===== src/rtl/zero_to_five_up_timer.sv =====
// MM:SS BCD up-counter for the irrigation timer: counts ticks from 00:00 up to a
// latched target and saturates at 59:59 when the target cannot be reached.
module zero_to_five_up_timer #(
    parameter int MAX_TENS  = 5,
    parameter int MAX_UNITS = 9
) (
    input  logic       clk,
    input  logic       rst,
    input  logic       tick,
    input  logic       start,
    input  logic       stop,
    input  logic       clear,
    input  logic [7:0] target_min,
    input  logic [7:0] target_sec,
    output logic [3:0] sec_units,
    output logic [3:0] sec_tens,
    output logic [3:0] min_units,
    output logic [3:0] min_tens,
    output logic       running,
    output logic       done,
    output logic       finished
);

    localparam logic [3:0] TENS_TOP  = 4'(MAX_TENS);
    localparam logic [3:0] UNITS_TOP = 4'(MAX_UNITS);

    typedef enum logic [1:0] {
        ST_IDLE,
        ST_RUN,
        ST_PAUSE,
        ST_DONE
    } state_t;

    state_t     state;
    state_t     state_next;

    logic [7:0] tgt_min;
    logic [7:0] tgt_sec;
    logic [7:0] tgt_min_next;
    logic [7:0] tgt_sec_next;

    logic [3:0] su_next;
    logic [3:0] st_next;
    logic [3:0] mu_next;
    logic [3:0] mt_next;
    logic       done_next;

    logic [3:0] su_inc;
    logic [3:0] st_inc;
    logic [3:0] mu_inc;
    logic [3:0] mt_inc;
    logic       carry_su;
    logic       carry_st;
    logic       carry_mu;
    logic       at_max;

    logic [7:0] cur_min;
    logic [7:0] cur_sec;
    logic [7:0] inc_min;
    logic [7:0] inc_sec;

    // Ripple BCD increment of the displayed count
    always_comb begin
        carry_su = (sec_units == UNITS_TOP);
        carry_st = carry_su && (sec_tens == TENS_TOP);
        carry_mu = carry_st && (min_units == UNITS_TOP);
        at_max   = carry_mu && (min_tens == TENS_TOP);

        su_inc = carry_su ? '0 : sec_units + 4'd1;
        st_inc = sec_tens;
        if (carry_su) begin
            st_inc = (sec_tens == TENS_TOP) ? '0 : sec_tens + 4'd1;
        end
        mu_inc = min_units;
        if (carry_st) begin
            mu_inc = (min_units == UNITS_TOP) ? '0 : min_units + 4'd1;
        end
        mt_inc = min_tens;
        if (carry_mu) begin
            mt_inc = (min_tens == TENS_TOP) ? '0 : min_tens + 4'd1;
        end
    end

    assign cur_min = {min_tens, min_units};
    assign cur_sec = {sec_tens, sec_units};
    assign inc_min = {mt_inc, mu_inc};
    assign inc_sec = {st_inc, su_inc};

    always_comb begin
        state_next   = state;
        tgt_min_next = tgt_min;
        tgt_sec_next = tgt_sec;
        su_next      = sec_units;
        st_next      = sec_tens;
        mu_next      = min_units;
        mt_next      = min_tens;
        done_next    = 1'b0;

        case (state)
            ST_IDLE: begin
                if (clear) begin
                    su_next = '0;
                    st_next = '0;
                    mu_next = '0;
                    mt_next = '0;
                end else if (start) begin
                    state_next   = ST_RUN;
                    su_next      = '0;
                    st_next      = '0;
                    mu_next      = '0;
                    mt_next      = '0;
                    tgt_min_next = target_min;
                    tgt_sec_next = target_sec;
                end
            end
            ST_RUN: begin
                if (clear) begin
                    state_next = ST_IDLE;
                    su_next    = '0;
                    st_next    = '0;
                    mu_next    = '0;
                    mt_next    = '0;
                end else if (stop) begin
                    state_next = ST_PAUSE;
                end else if (start) begin
                    state_next = ST_RUN;
                end else if (cur_min == tgt_min && cur_sec == tgt_sec) begin
                    // Only reachable with a 00:00 target; every other match exits on the tick
                    state_next = ST_DONE;
                    done_next  = 1'b1;
                end else if (tick) begin
                    if (at_max) begin
                        state_next = ST_DONE;
                        done_next  = 1'b1;
                    end else begin
                        su_next = su_inc;
                        st_next = st_inc;
                        mu_next = mu_inc;
                        mt_next = mt_inc;
                        if (inc_min == tgt_min && inc_sec == tgt_sec) begin
                            state_next = ST_DONE;
                            done_next  = 1'b1;
                        end
                    end
                end
            end
            ST_PAUSE: begin
                if (clear) begin
                    state_next = ST_IDLE;
                    su_next    = '0;
                    st_next    = '0;
                    mu_next    = '0;
                    mt_next    = '0;
                end else if (start) begin
                    state_next = ST_RUN;
                end
            end
            ST_DONE: begin
                if (clear) begin
                    state_next = ST_IDLE;
                    su_next    = '0;
                    st_next    = '0;
                    mu_next    = '0;
                    mt_next    = '0;
                end else if (start) begin
                    state_next   = ST_RUN;
                    su_next      = '0;
                    st_next      = '0;
                    mu_next      = '0;
                    mt_next      = '0;
                    tgt_min_next = target_min;
                    tgt_sec_next = target_sec;
                end
            end
            default: begin
                state_next = ST_IDLE;
                su_next    = '0;
                st_next    = '0;
                mu_next    = '0;
                mt_next    = '0;
            end
        endcase
    end

    always_ff @(posedge clk or posedge rst) begin
        if (rst) begin
            state     <= ST_IDLE;
            tgt_min   <= '0;
            tgt_sec   <= '0;
            sec_units <= '0;
            sec_tens  <= '0;
            min_units <= '0;
            min_tens  <= '0;
            running   <= 1'b0;
            done      <= 1'b0;
            finished  <= 1'b0;
        end else begin
            state     <= state_next;
            tgt_min   <= tgt_min_next;
            tgt_sec   <= tgt_sec_next;
            sec_units <= su_next;
            sec_tens  <= st_next;
            min_units <= mu_next;
            min_tens  <= mt_next;
            running   <= (state_next == ST_RUN);
            done      <= done_next;
            finished  <= (state_next == ST_DONE);
        end
    end

endmodule

===== config.mk =====
export PLATFORM = sky130hd
export DESIGN_NAME = zero_to_five_up_timer
export DESIGN_NICKNAME = d
export VERILOG_FILES = /design/src/rtl/zero_to_five_up_timer.sv
export SDC_FILE = /design/constraint.sdc
export NUM_CORES = 1
export LEC_CHECK = 0
export ABC_AREA = 1
export CAP_MARGIN = 15
export CORE_UTILIZATION = 40
export CTS_BUF_LIST = sky130_fd_sc_hd__clkbuf_8
export DETAILED_ROUTE_END_ITERATION = 10
export GPL_TIMING_DRIVEN = 0
export PLACE_DENSITY = 0.62
export SETUP_SLACK_MARGIN = 0.3
export SYNTH_ARGS = -nofsm -noshare
export SYNTH_HDL_FRONTEND = slang
export SYNTH_SLANG_ARGS = --single-unit

===== constraint.sdc =====
create_clock -name clk -period 2.6 [get_ports clk]
set_input_delay 0.52 -clock clk [delete_from_list [all_inputs] [get_ports clk]]
set_output_delay 0.52 -clock clk [all_outputs]
set_load 0.01 [all_outputs]

==> impl_metrics.yaml <==
pwr:
  power_mw: 2.17
  clkPwrFrac_pct: 19.3
  p_leak_nw: 1.64
  powerDensity_nw_per_um2: 620
  swShare_pct: 39.4
  max-vdd-ir-drop_mv: 0.408
  p_comb_share_pct: 41.3
  p_sw_mw: 0.854
  power_frac_seq_pct: 39.4
  p_int_mw: 1.31
die:
  dieArea_um2: 6680
  coreArea_um2: 6030
  start_util_pct: 42.2
  die_x_um: 81.7
  ioPinCount: 41
  die_h_um: 81.7
  rows: 28
synth:
  synthesis.nets: 386
  synth_flop_cell: "dfrtp_1"
  synth_top_cell_by_area: "dfrtp_1"
  synth_area_um2: 2540
  synth-edff-count: 0
  synthArstFlopShare_pct: 100
  seq_area_frac_synth_pct: 36.4
  synthTopCellsByArea: "dfrtp_1, nand2_1, inv_1, nand3_1, ha_1"
  yosys_warnings: 0
  synth_cell_types: 29
  synthCells: 354
  ys_seq_elements: 37
  synth_common_cells: "nand2_1, inv_1, dfrtp_1"
  synth_top_cell_area_share_pct: 36.4
  synth_most_common_cell: "nand2_1"
  syn_avg_cell_area_um2: 7.18
global_route:
  grt_usage_pct: 22.0
  grt_first_pass_wirelength_um: 11000
  antenna_found_initial: 0
  first_global_vias: 2303
  grt_max_degree: 38
  grt.overflow.total: 0
critical_path:
  critPathLaunchType: "flop"
  critPathMaxFanout: 5
  startpoint: "min_units[1]"
  r2r_start: "min_units[1]"
  critPathKind: "flop to flop"
  required_ps: 2830
  endpoint_kind: "flop"
  arrival_ps: 2560
  ff2ff_path_depth: 19
  r2r-end: "finished"
  r2r_setup_slack_ps: 280
cts:
  cts.htree.levels: 2
  clock_latency_ps: 290
  cts-root-buf: "clkbuf_8"
  cts_buffers: 5
  path_clk_slew_ps: 80
  cts_sinks: 37
  cts_buffer_depth: 2
  hold_buffers: 0
  tritoncts: "yes"
timing:
  worst_pin_slew_ps: 795
  slew_headroom_pct: 46.9
  grt_setup_unrepaired: "yes"
  setup_viol_count_final: 0
  drv_slew: 0
  max_freq_mhz: 430
  final.period_utilization_pct: 89.4
  post-route-min-period_ps: 2320
  worst_slack_ps: 275
  finClkSkew_ps: 10.4
  timing_hold_violations_final: 0
  timing.setup.tns_ps: 0
run_status:
  status: "completed"
layout:
  stdcell_area_um2: 3490
  fillCellCount: 579
  fin_nets: 459
  drive_above_1_share_pct: 23.2
  n_antenna_cell: 0
  area.growth.synth_to_final_pct: 37.3
detailed_routing:
  drt-total-wl_um: 7080
  post_drt_wl_per_cell_um: 14.1
  vias_per_cell: 5.19
  vias: 2607
  ant_nets: 0
  drc: 0
  drt_pass1_iterations: 6
  initialDrtViolationCount: 126
place:
  place_hpwl_um: 4710
  placed_area_um2: 3040
  portBuffers: 40
  dp_slack_ps: -162
  place_congestion: 0.862
worst_hold_path:
  hold_end: "tgt_sec[0]"
  worstHoldPathType: "flop to flop"
  worstHoldStart: "tgt_sec[0]"
  hold_path_depth: 1
job:
  max-cap-violations: 0
-- layout make-up --
class                      instances  area (um2)  area share, %
clock buffer                       6        82.6           2.37
clock inverter                     1        3.75          0.108
multi-input combinational        263        1550           44.5
inverter                          49         184           5.27
tap                               75        93.8           2.69
sequential                        37         937           26.8
buffer                             5        30.0          0.860
timing repair buffer              66         607           17.4
-- worst max path at each step --
| stage | depth (start not counted) | to | slack, ps |
|---|---|---|---|
| floorplan | 22 | finished | 410 |
| detailed placement | 11 | min_units[2] | -160 |
| CTS | 21 | finished | 280 |
| global route | 23 | finished | 20 |
| finish | 19 | finished | 280 |
| global placement | 11 | min_units[0] | -150 |
-- what timing repair did --
item	4_1_cts	5_1_grt
setup buffers	11	15
setup endpoints to repair	20	26
pin swaps	9	14
gates resized for setup	25	35
-- state kept, by name, indices dropped and copies added (netlist names) --
name	count
running	1
min_units	4
state	2
sec_tens	4
sec_units	4
tgt_sec	8
done	1
tgt_min	8
min_tens	4
finished	1
-- layout by cell type (no fill, tap or decap), types with 4 or more instances in the layout --
| cell | netlist | layout |
|---|---|---|
| a21oi_1 | 19 | 18 |
| buf_4 | 0 | 23 |
| buf_6 | 0 | 4 |
| clkbuf_8 | 0 | 6 |
| clkdlybuf4s50_1 | 0 | 40 |
| dfrtp_1 | 37 | 28 |
| dfrtp_2 | 0 | 9 |
| ha_1 | 10 | 8 |
| inv_1 | 48 | 42 |
| inv_2 | 1 | 8 |
| mux2_2 | 4 | 4 |
| nand2_1 | 98 | 88 |
| nand2_2 | 5 | 14 |
| nand3_1 | 33 | 30 |
| nand3_2 | 4 | 5 |
| nand4_1 | 10 | 10 |
| nor2_1 | 31 | 27 |
| nor2_2 | 2 | 4 |
| nor2_4 | 3 | 5 |
| o21ai_0 | 6 | 4 |
| o22ai_1 | 14 | 12 |
| xnor2_1 | 8 | 8 |
| xor2_1 | 5 | 5 |
-- routing by layer --
metal	part of all wire (%)	track usage (%)
met1	45	29.5
met2	49	36.6
met3	4.4	2.89
met4	1.3	6.32
met5	0	0
-- through the flow --
stage	hold WS [ps]	util (%)	instances
2_1_floorplan	500	-	354
3_3_place_gp	511	50.4	469
3_5_place_dp	518	50.4	469
4_1_cts	537	54.4	487
5_1_grt	567	57.9	502
6_report	532	57.9	502
-- power groups by stage --
stage	Clock, mW	Sequential [mW]	Combinational [mW]
after detailed placement	0	0.858	0.787
after CTS	0.427	0.849	0.813
after global placement	0	0.853	0.771
after floorplan	0	0.835	0.567
after global routing	0.446	0.869	0.998
final	0.419	0.853	0.894
-- cell families after synthesis --
logic type,share of synthesized area (%)
AOI/OAI and AO/OA,9.74
xor gates and xnor gates,4.48
adders and majority gates,4.92
buffers and inverters,8.02
DFF,36.4
muxes,1.77
and+or+nand+nor,34.6
-- worst max-delay path: stages (launching register included) --
cell and delay, ps:
dfrtp_1 410, buf_4 160, ha_1 180, or2_2 270
nand3_1 90, nand2_2 60, o21ai_2 80, xor2_1 160
nand2_1 90, nor2_1 110, nand2_1 70, nand2_1 60
nand2_1 50, nand2_2 90, nand2_2 50, nand2_1 60
nand2_1 60, nand2_2 80, nand2_2 60, nor2_2 80
(Power assumes the default switching activity.)
